File: src/rtl/alu_arbiter.sv
// alu_arbiter: two requesters share one ALU; round-robin grant, or requester 0 first when ALU_ARB_FIXED_PRIO_EN is defined.
// Accept at N, rsp_valid at N+2; RESP holds until the owner's rsp_ready, and req_ready stays low while busy.
module alu_arbiter_alu #(
  parameter int BITS = 64
) (
  input  logic [0:BITS-1] src_a,
  input  logic [0:BITS-1] src_b,
  input  logic [0:1]      alu_control,
  output logic [0:BITS-1] alu_result,
  output logic [0:3]      alu_flags
);
  logic            is_sub;
  logic            is_arith;
  logic [0:BITS-1] b_eff;
  logic [BITS:0]   sum;

  always_comb begin
    is_sub   = (alu_control == 2'b01);
    is_arith = (alu_control == 2'b00) || is_sub;
    b_eff    = is_sub ? ~src_b : src_b;
    sum      = {1'b0, src_a} + {1'b0, b_eff} + {{BITS{1'b0}}, is_sub};
    case (alu_control)
      2'b10:   alu_result = src_a & src_b;
      2'b11:   alu_result = src_a | src_b;
      default: alu_result = sum[BITS-1:0];
    endcase
    // {V,C,N,Z}; bit 0 of a vector is its MSB
    alu_flags = {is_arith & ~(src_a[0] ^ b_eff[0]) & (src_a[0] ^ sum[BITS-1]),
                 is_arith & sum[BITS],
                 alu_result[0],
                 alu_result == '0};
  end
endmodule

module alu_arbiter #(
  parameter int BITS = 64
) (
  input  logic            clk,
  input  logic            rst_n,
  input  logic            req_valid0,
  input  logic            req_valid1,
  output logic            req_ready0,
  output logic            req_ready1,
  input  logic [0:BITS-1] req_a0,
  input  logic [0:BITS-1] req_a1,
  input  logic [0:BITS-1] req_b0,
  input  logic [0:BITS-1] req_b1,
  input  logic [0:1]      req_op0,
  input  logic [0:1]      req_op1,
  output logic            rsp_valid0,
  output logic            rsp_valid1,
  input  logic            rsp_ready0,
  input  logic            rsp_ready1,
  output logic [0:BITS-1] rsp_result,
  output logic [0:3]      rsp_flags,
  output logic            busy
);
  localparam logic [1:0] S_IDLE = 2'd0;
  localparam logic [1:0] S_EXEC = 2'd1;
  localparam logic [1:0] S_RESP = 2'd2;

  logic [1:0]      state;
  logic            owner;
  logic [0:BITS-1] opnd_a;
  logic [0:BITS-1] opnd_b;
  logic [0:1]      opnd_op;
  logic            prio;
  logic            winner;
  logic            accept;
  logic            rsp_fire;
  logic [0:BITS-1] alu_result;
  logic [0:3]      alu_flags;

  always_comb begin
    winner = req_valid1;
    if (req_valid0 && req_valid1) winner = prio;
  end

  // Gated by rst_n so nobody sees a grant on an edge that will not capture it.
  assign accept     = rst_n && (state == S_IDLE) && (req_valid0 || req_valid1);
  assign req_ready0 = accept && !winner;
  assign req_ready1 = accept && winner;
  assign rsp_valid0 = (state == S_RESP) && !owner;
  assign rsp_valid1 = (state == S_RESP) && owner;
  assign rsp_fire   = (state == S_RESP) && (owner ? rsp_ready1 : rsp_ready0);
  assign busy       = (state != S_IDLE);

`ifdef ALU_ARB_FIXED_PRIO_EN
  assign prio = 1'b0;
`else
  logic ptr;

  always_ff @(posedge clk) begin
    if (!rst_n)      ptr <= 1'b0;
    else if (accept) ptr <= ~winner;
  end

  assign prio = ptr;
`endif

  alu_arbiter_alu #(.BITS(BITS)) u_alu (
    .src_a       (opnd_a),
    .src_b       (opnd_b),
    .alu_control (opnd_op),
    .alu_result  (alu_result),
    .alu_flags   (alu_flags)
  );

  always_ff @(posedge clk) begin
    if (!rst_n) begin
      state      <= S_IDLE;
      owner      <= 1'b0;
      opnd_a     <= '0;
      opnd_b     <= '0;
      opnd_op    <= '0;
      rsp_result <= '0;
      rsp_flags  <= '0;
    end else begin
      case (state)
        S_IDLE: if (accept) begin
          state   <= S_EXEC;
          owner   <= winner;
          opnd_a  <= winner ? req_a1  : req_a0;
          opnd_b  <= winner ? req_b1  : req_b0;
          opnd_op <= winner ? req_op1 : req_op0;
        end
        S_EXEC: begin
          rsp_result <= alu_result;
          rsp_flags  <= alu_flags;
          state      <= S_RESP;
        end
        S_RESP: if (rsp_fire) state <= S_IDLE;
        default: state <= S_IDLE;
      endcase
    end
  end
endmodule

File: config.mk
export PLATFORM = sky130hd
export DESIGN_NAME = alu_arbiter
export DESIGN_NICKNAME = d
export VERILOG_FILES = /design/src/rtl/alu_arbiter.sv
export SDC_FILE = /design/constraint.sdc
export NUM_CORES = 1
export LEC_CHECK = 0
export BUFFER_PORTS_ARGS = -buffer_cell sky130_fd_sc_hd__buf_2
export CAP_MARGIN = 30
export CELL_PAD_IN_SITES_DETAIL_PLACEMENT = 0
export CELL_PAD_IN_SITES_GLOBAL_PLACEMENT = 2
export CORE_UTILIZATION = 32
export CTS_BUF_LIST = sky130_fd_sc_hd__clkbuf_2
export CTS_CLUSTER_DIAMETER = 80
export DETAILED_ROUTE_END_ITERATION = 7
export PLACE_DENSITY = 0.79
export SLEW_MARGIN = 20
export SYNTH_ARGS = -nofsm -noshare
export SYNTH_HDL_FRONTEND = slang
export SYNTH_SLANG_ARGS = --single-unit
export TNS_END_PERCENT = 50
File: constraint.sdc
create_clock -name clk -period 6.7 [get_ports clk]
set_input_delay 0.335 -clock clk [delete_from_list [all_inputs] [get_ports clk]]
set_output_delay 0.335 -clock clk [all_outputs]
set_load 0.02 [all_outputs]
==> results of run 1 <==
## final cells by class
cell class,count,area (um2),share of cell area
Multi-Input combinational cell,1507,10100,0.505
Clock inverter,7,36.3,0.00182
Antenna cell,1,2.50,0.000125
Clock buffer,74,370,0.0185
Tap cell,600,751,0.0376
Inverter,16,72.6,0.00363
Sequential cell,201,4030,0.202
Timing Repair Buffer,633,4630,0.232
## registers in the layout, summed over array words and instances, names as in the netlist
register    cells
opnd_a         64
opnd_b         64
rsp_result     63
rsp_flags       4
opnd_op         2
state           2
owner           1
prio            1
## path summary, 6_finish.rpt
kind	from	endpoint	slack (ps)	cells after the start
max	opnd_op[0]	rsp_flags[3]	1590	16
min	req_b0[62]	opnd_b[62]	180	4
max reg2reg	opnd_op[0]	rsp_flags[3]	1590	16
min reg2reg	rsp_result[27]	rsp_result[27]	460	2
## cell usage after synthesis, drive strengths merged, types with 16 or more instances
cell	n
nor2	265
dfxtp	201
a211oi	166
nand2	147
mux2i	139
a21oi	118
clkbuf	113
o21ai	106
xnor2	77
ha	71
nand4	41
maj3	40
nor3	37
buf	28
a21o	27
nand3	25
a31oi	21
xor2	21
nor4	16
## cells in the final DEF (no fill, tap or decap), types with 74 or more instances in the layout
cell type      instances
buf_2                338
dlygate4sd3_1        278
nor2_1               265
dfxtp_1              199
a211oi_1             165
nand2_1              146
mux2i_1              139
a21oi_1              115
o21ai_0               96
xnor2_1               77
clkbuf_2              74
## worst max-delay path, cell delays in order (launching register included)
cell	delay [ps]
dfxtp_4	350
inv_1	100
nand2_4	290
buf_12	310
xnor2_1	160
ha_1	510
nand4_1	310
nor4_1	680
a22oi_1	250
a31oi_1	350
a221oi_1	120
a21boi_2	210
a211oi_1	530
nand4_1	200
a2111oi_2	340
o2111ai_1	170
o21ai_1	140
## where the power goes
part           leakage, nW  internal (W)  switching [W]
combinational         6.87      0.000795        0.00114
clock                0.320      0.000291       0.000524
sequential            1.66       0.00132       0.000124
total                 8.85       0.00241        0.00179
## kinds of logic (layout without fill, tap and decap cells)
logic type	Yosys count	in the layout	share of synthesized area
AOI/OAI and AO/OA	562	562	0.260
other	0	1	0
buffers and inverters	157	730	0.0421
adders and majority gates	112	112	0.0890
xor gates and xnor gates	98	98	0.0584
muxes	140	140	0.0954
and+or+nand+nor	595	595	0.182
DFF	201	201	0.274
## metal layers
| metal | vias up | GRT usage |
|---|---|---|
| li1 | 8027 | - |
| met1 | 7558 | 0.306 |
| met2 | 435 | 0.418 |
| met3 | 97 | 0.0356 |
| met4 | 0 | 0.102 |
| met5 | - | 0 |
## through the flow
step           utilization  power (W)  setup WS [ps]  cells  area (um2)
2_1_floorplan            -    0.00264           1130   1865       14700
3_5_place_dp         0.370    0.00323           1550   2679       16800
5_1_grt              0.440    0.00451           1180   3039       20000
4_1_cts              0.440    0.00424           1520   3038       20000
3_3_place_gp         0.370    0.00323           1550   2679       16800
6_report             0.440    0.00419           1590   3039       20000
==> impl_metrics.ini, run 1 <==
[global_routing]
gr-total-overflow = 0
antenna_found_initial = 1
grt_pass1_wl_mm = 90.4
grt_usage = 0.245
grt_pass1_vias = 16186
grt_max_degree = 141

[clock_tree]
cts_setup_buffers = 0
cts.sinks = 201
insertion_delay_ps = 1050
cts_buffers = 56
path_clk_slew_ps = 130
cts_tree = yes
cts_root_buffer = clkbuf_2
clock_tree.buffer_depth = 3
cts-hold-fix-buffers = 278
cts-htree-levels = 2
cts_resized = 0

[outcome]
status = complete, no violations

[logic_synthesis]
ys_seq_area_frac = 0.274
ys_seq_elements = 201
async_reset_ff_frac = 0
synth_edf_count = 0
avgSynthCellArea_um2 = 7.88
synthTopCellsByArea = dfxtp_1 27%, mux2i_1 9.5%, a211oi_1 8.4%
synth_area_leader_cell = dfxtp_1
yosys.area.top_type_share = 0.274
syn_inst = 1865
syn_nets = 2203
synth_cell_types = 80
yosys_warnings = 0
syn_area_mm2 = 0.0147
synth_flop_cell = dfxtp_1

[pwr]
power.leakage_nw = 8.85
power_density_mw_per_mm2 = 210
ir_drop_mv = 0.0770

[routing]
ant_nets = 0
avgRoutedWirePerCell_um = 19.0
drtIter0Drc = 805
topRoutingLayerUsed = met4
route.vias.total = 16117
drt_wl_total_mm = 57.6
first_pass_iters = 5
met1_length_mm = 25.6
post_drt_via_cell_ratio = 5.30
drc = 0
wl_met2_mm = 27.4
wl_met3_mm = 2.59

[die]
die_area_mm2 = 0.0468
fp.dieW_um = 216
start_util = 0.324
rows = 78
core_area_mm2 = 0.0454
dieHeight_um = 216
pin_count = 339

[run]
cap_violations = 0

[timing]
skew_ps = 135
holdWs_ps = 180
slew_headroom = 0.356
drv_slew = 0
rsz0062_at_grt = false
post-route-period-util = 0.763
period_needed_ps = 5110
hold_viol_final = 0
tns_ps = 0
timing.fmax_ghz = 0.196
setup_viol = 0
worst_pin_slew_ps = 955

[layout]
layout.nets = 2753
layout-drive-gt1-share = 0.192
nFillCells = 4695
synthToLayoutAreaGrowth_pct = 35.9

[placed_design]
port_buffers = 338
hpwl_mm = 42.9
place.gp.congestion = 0.921

[setup_path]
critical_path_arrival_ps = 6110
crit_required_ps = 7700
crit_path_end_kind = flop
cp-start-kind = flop
worstPathMaxFanout = 30
critPathKind = reg2reg

[min_path]
hold_path_class = in2reg
(Power assumes the default switching activity.)
==> run 2: changes to the inputs <==
- ABC_AREA: not set -> 1
- CORE_UTILIZATION: 32 -> 29
- PLACE_DENSITY: 0.79 -> 0.8
- clock period: 6.7 -> 4.8 ns (I/O delays scaled with it)
==> impl_metrics.ini, run 2 <==
[outcome]
status = finished with violations
violations = design-rule violations

[logic_synthesis]
ys_seq_area_frac = 0.259
synth_most_common_cell = nand2_1
synthTopCellsByArea = dfxtp_1 26%, nand2_1 23%, nor2_1 8.8%
yosys_warnings = 0
syn_area_mm2 = 0.0155
synth_edf_count = 0
synth_flop_cell = dfxtp_1
synth_area_leader_cell = dfxtp_1
syn_nets = 3028
ys_seq_elements = 201
yosys.area.top_type_share = 0.259
synth_cell_types = 40
async_reset_ff_frac = 0
syn_inst = 2690
synth_common_cells = 952 x nand2_1, 366 x nor2_1, 334 x inv_1
avgSynthCellArea_um2 = 5.78

[die]
pin_count = 339
die_area_mm2 = 0.0545
fp.dieW_um = 233
start_util = 0.295
rows = 84
dieHeight_um = 233
core_area_mm2 = 0.0528

[routing]
drc = 14
route.vias.total = 21544
first_pass_iters = 8
avgRoutedWirePerCell_um = 19.0
drt_wl_total_mm = 82.4
drtIter0Drc = 1456
ant_nets = 0
post_drt_via_cell_ratio = 4.96

[clock_tree]
path_clk_slew_ps = 120
insertion_delay_ps = 1090
cts_root_buffer = clkbuf_2
cts-htree-levels = 2
cts.sinks = 201
cts_tree = yes
cts_buffers = 54
clock_tree.buffer_depth = 3

[timing]
timing.fmax_ghz = 0.231
skew_ps = 112
post-route-period-util = 0.903
worst_pin_slew_ps = 990
setup_viol = 0
slew_headroom = 0.340
rsz0062_at_grt = false
drv_slew = 0
finalWorstSetupSlack_ps = 464
period_needed_ps = 4340
hold_viol_final = 0
tns_ps = 0

[global_routing]
grt_max_degree = 116
grt_pass1_vias = 20977
grt_pass1_wl_mm = 123
grt_usage = 0.298
antenna_found_initial = 3
gr-total-overflow = 0

[pwr]
p_total_w = 0.00547
power.leakage_nw = 11.9
ir_drop_mv = 0.139
power_density_mw_per_mm2 = 224

[placed_design]
hpwl_mm = 60.2
port_buffers = 338
post-place-ws_ps = 330
place.gp.congestion = 0.954

[setup_path]
critPathKind = reg2reg
timing.critical_path.mode_cell = nand3_1
worstPathMaxFanout = 13
cp_slowest_cell = dfxtp_1
cp-start-kind = flop
crit_path_end_kind = flop
crit_required_ps = 5740
crit_chain = nand2_4, xnor2_1, ha_1, nand2_1, nor2_1, nand3_1, nand3_1, nand3_1, nand2_1, buf_4, nand2_1, nand3_1, nand2_1, nor2_1, nand3_1, nor2_1, nand3_1, nor2_1, nand3_1, a21oi_1
critical_path_arrival_ps = 5270
max_stage_delay_ps = 540

[layout]
nFillCells = 5441
final_core_util = 0.463
largest_registers = opnd_a: 64 flops, opnd_b: 64 flops, rsp_result: 63 flops
layout.nets = 3956
layout-drive-gt1-share = 0.142
synthToLayoutAreaGrowth_pct = 57.2
layout_commonest_cell = nand2_1
mostFrequentLayoutCells = 952 x nand2_1, 567 x dlygate4sd3_1, 365 x nor2_1

[run]
cap_violations = 0

[min_path]
hold_path_class = in2reg
==> run 2: cell count changes in the layout (fill, tap and decap cells not counted), moves of 40 or more <==
| cell | delta |
|---|---|
| nor2_1 | +100 |
| mux2i_1 | -139 |
| inv_1 | +320 |
| nand3_1 | +103 |
| a31oi_1 | +165 |
| maj3_1 | -40 |
| nand2_1 | +806 |
| buf_4 | +52 |
| dlygate4sd3_1 | +289 |
| a211oi_1 | -163 |
==> run 2: logic make-up (layout without fill, tap and decap cells) <==
kind of cell             count (synthesis)  count (layout)  share of synthesized area
other                                    0               5                          0
adder cells (fa/ha/maj)                 72              72                     0.0585
buffers and inverters                  440            1402                      0.108
AND/OR/NAND/NOR                       1513            1513                      0.388
XOR/XNOR                                64              64                     0.0361
flip-flops                             201             201                      0.259
AO/OA/AOI/OAI                          400             400                      0.150
==> run 2: cell type report <==
| type | instances | area, um2 | area share |
|---|---|---|---|
| Antenna cell | 5 | 12.5 | 0.000512 |
| Clock buffer | 79 | 395 | 0.0162 |
| Clock inverter | 11 | 52.6 | 0.00215 |
| Inverter | 337 | 1270 | 0.0522 |
| Multi-Input combinational cell | 2049 | 9870 | 0.404 |
| Sequential cell | 201 | 4030 | 0.165 |
| Tap cell | 688 | 861 | 0.0352 |
| Timing Repair Buffer | 975 | 7930 | 0.325 |
==> run 2: where the power goes <==
group / internal, W / total (W) / switching [W] / leakage, nW
registers: 0.00181 / 0.00200 / 0.000191 / 1.65
logic: 0.000964 / 0.00224 / 0.00127 / 9.88
clock network: 0.000439 / 0.00123 / 0.000787 / 0.352
==> run 2: what timing repair did <==
action	CTS	global route
hold endpoints to repair	156	0
hold buffers	567	0
setup buffers	0	0
endpoints found under the setup margin	0	1
resized for setup	0	1
==> run 2: per-stage QoR <==
stage          instance area [um2]  hold slack (ps)  cells
6_report                     24400             37.7   4345
5_1_grt                      24400             16.1   4342
4_1_cts                      24400             1.53   4340
3_5_place_dp                 18300              462   3683
3_3_place_gp                 18300              454   3683
2_1_floorplan                15500              399   2690
==> run 2: worst paths after layout <==
check | from | endpoint | slack (ps) | cells past startpoint
worst max-delay path | opnd_op[1] | rsp_flags[3] | 460 | 20
worst min register to register | rsp_flags[1] | rsp_flags[1] | 480 | 2
worst min-delay path | req_b1[12] | opnd_b[12] | 40 | 4
worst max register to register | opnd_op[1] | rsp_flags[3] | 460 | 20
==> run 2: worst max-delay path: cells and delay by family (launching register included) <==
| kind | cells | cell delay (ps) |
|---|---|---|
| AOI/OAI and AO/OA | 1 | 110 |
| xor gates and xnor gates | 1 | 190 |
| adders and majority gates | 1 | 390 |
| buffers and inverters | 1 | 140 |
| DFF | 1 | 540 |
| and+or+nand+nor | 16 | 2790 |
==> run 2: metal layers <==
layer	routed length, um	vias up	global-route usage
met1	39000	10117	0.423
met3	5440	159	0.0405
met2	35600	794	0.461
met4	2360	0	0.0952
li1	-	10474	-
met5	0	-	0
==> run 3: changes to the inputs <==
- CORE_UTILIZATION: 29 -> 26
- PLACE_DENSITY: 0.8 -> 0.76
- clock period: 4.8 -> 3.9 ns (I/O delays scaled with it)
==> impl_metrics.ini, run 3 (synthesized netlist as in run 2, its figures left out) <==
[layout]
largest_registers = opnd_a: 64 flops, opnd_b: 64 flops, rsp_result: 63 flops
multi_input_area_mm2 = 0.0100
mostFrequentLayoutCells = 949 x nand2_1, 657 x dlygate4sd3_1, 350 x nor2_1
regArea_mm2 = 0.00403
postLayoutCellArea_mm2 = 0.0264
final_core_util = 0.448
layout_commonest_cell = nand2_1
layout-drive-gt1-share = 0.171
layout.nets = 4148
nFillCells = 6113
synthToLayoutAreaGrowth_pct = 70.2

[placed_design]
port_buffers = 338
dpl_cell_area_mm2 = 0.0192
place.gp.congestion = 0.970
post-place-ws_ps = -227
hpwl_mm = 69.9

[setup_path]
critical_path_arrival_ps = 4740
critPathKind = reg2reg
worstPathMaxFanout = 9
crit_path_end_kind = flop
cp-start-kind = flop
crit_required_ps = 4900

[global_routing]
grt_use_met3 = 0.0483
top_usage_layer = met2
gr-total-overflow = 0
grt_usage = 0.304
grt_max_degree = 133
grt_pass1_wl_mm = 138
antenna_found_initial = 11
grt_use_met1 = 0.434
grt_pass1_vias = 22410
grt.met2_usage = 0.468

[clock_tree]
insertion_delay_ps = 1080
cts_root_buffer = clkbuf_2
cts_tree = yes
cts-htree-levels = 2
cts_buffers = 59
clock_tree.buffer_depth = 3
path_clk_slew_ps = 110
cts.sinks = 201

[timing]
skew_ps = 95.4
post-route-period-util = 0.958
timing.fmax_ghz = 0.268
finalWorstSetupSlack_ps = 162
holdWs_ps = 113
drv_slew = 0
period_needed_ps = 3740
hold_viol_final = 0
setup_viol = 0
rsz0062_at_grt = false
slew_headroom = 0.332
tns_ps = 0
worst_pin_slew_ps = 1000

[routing]
drt_wl_total_mm = 94.4
avgRoutedWirePerCell_um = 20.4
first_pass_iters = 6
post_drt_via_cell_ratio = 4.90
route.vias.total = 22716
ant_nets = 0
drtIter0Drc = 1820
drc = 0

[die]
core_area_mm2 = 0.0590
rows = 89
pin_count = 339
dieHeight_um = 246
die_area_mm2 = 0.0607
start_util = 0.263
fp.dieW_um = 246

[pwr]
ir_drop_mv = 0.210
power_density_mw_per_mm2 = 276
power.leakage_nw = 12.8

[outcome]
status = complete, no violations

[min_path]
hold_path_class = in2reg

[run]
cap_violations = 0
## run 3: cell count changes in the layout (fill, tap and decap cells not counted), sizes merged
cell         before  now
clkbuf           79   84
dlygate4sd3     567  657
buf             408  505
inv             338  337
clkinv            9   22
## run 3: area by class of cell
cell class / count / area share
diodes: 5 / 0.000473
clock buffers: 84 / 0.0159
clock inverters: 23 / 0.00426
inverters: 337 / 0.0482
multi-input cells: 2049 / 0.379
flip-flops and latches: 201 / 0.152
well taps: 773 / 0.0366
repair buffers: 1162 / 0.364
## run 3: critical path, stage by stage (launching register included)
cell	delay (ps)
dfxtp_2	360
inv_6	50
nand2_4	80
buf_12	170
xor2_1	150
ha_1	500
nand2_1	150
buf_4	170
nor2_1	130
inv_1	110
nor3_1	570
buf_4	210
nand3_1	100
nand2_1	110
nand2_1	50
nand3_1	110
nand2_1	120
nor2_1	140
nand3_1	90
nor2_1	130
nand3_1	90
a21oi_1	120
## run 3: where the power goes
group          leakage, nW  switching (W)  internal, W
logic                 10.8        0.00180      0.00137
clock network        0.401        0.00108     0.000600
registers             1.65       0.000208      0.00223
total                 12.8        0.00309      0.00420
## run 3: path summary, 6_finish.rpt
check | endpoint | slack [ps] | startpoint | depth (start not counted)
worst max-delay path | rsp_flags[3] | 160 | opnd_op[0] | 21
worst min-delay path | opnd_a[28] | 110 | req_a0[28] | 4
worst max register to register | rsp_flags[3] | 160 | opnd_op[0] | 21
worst min register to register | rsp_flags[1] | 480 | rsp_flags[1] | 2
## run 3: timing repair
action | in CTS | in global routing
setup buffers | 0 | 2
hold endpoints to repair | 158 | 0
gates resized for setup | 3 | 35
pin swaps | 0 | 2
hold buffers | 657 | 0
setup endpoints to repair | 1 | 1
## run 3: per-stage QoR
stage	instances	power (W)
global route	4634	0.00771
floorplan	2690	0.00374
CTS	4627	0.00723
global placement	3863	0.00502
finish	4634	0.00729
detailed placement	3863	0.00500
## run 3: metal layers
metal,vias up,share of wire
met1,10779,0.48
met4,6,0.026
met3,178,0.068
li1,10860,-
met2,893,0.43
met5,-,0.00046
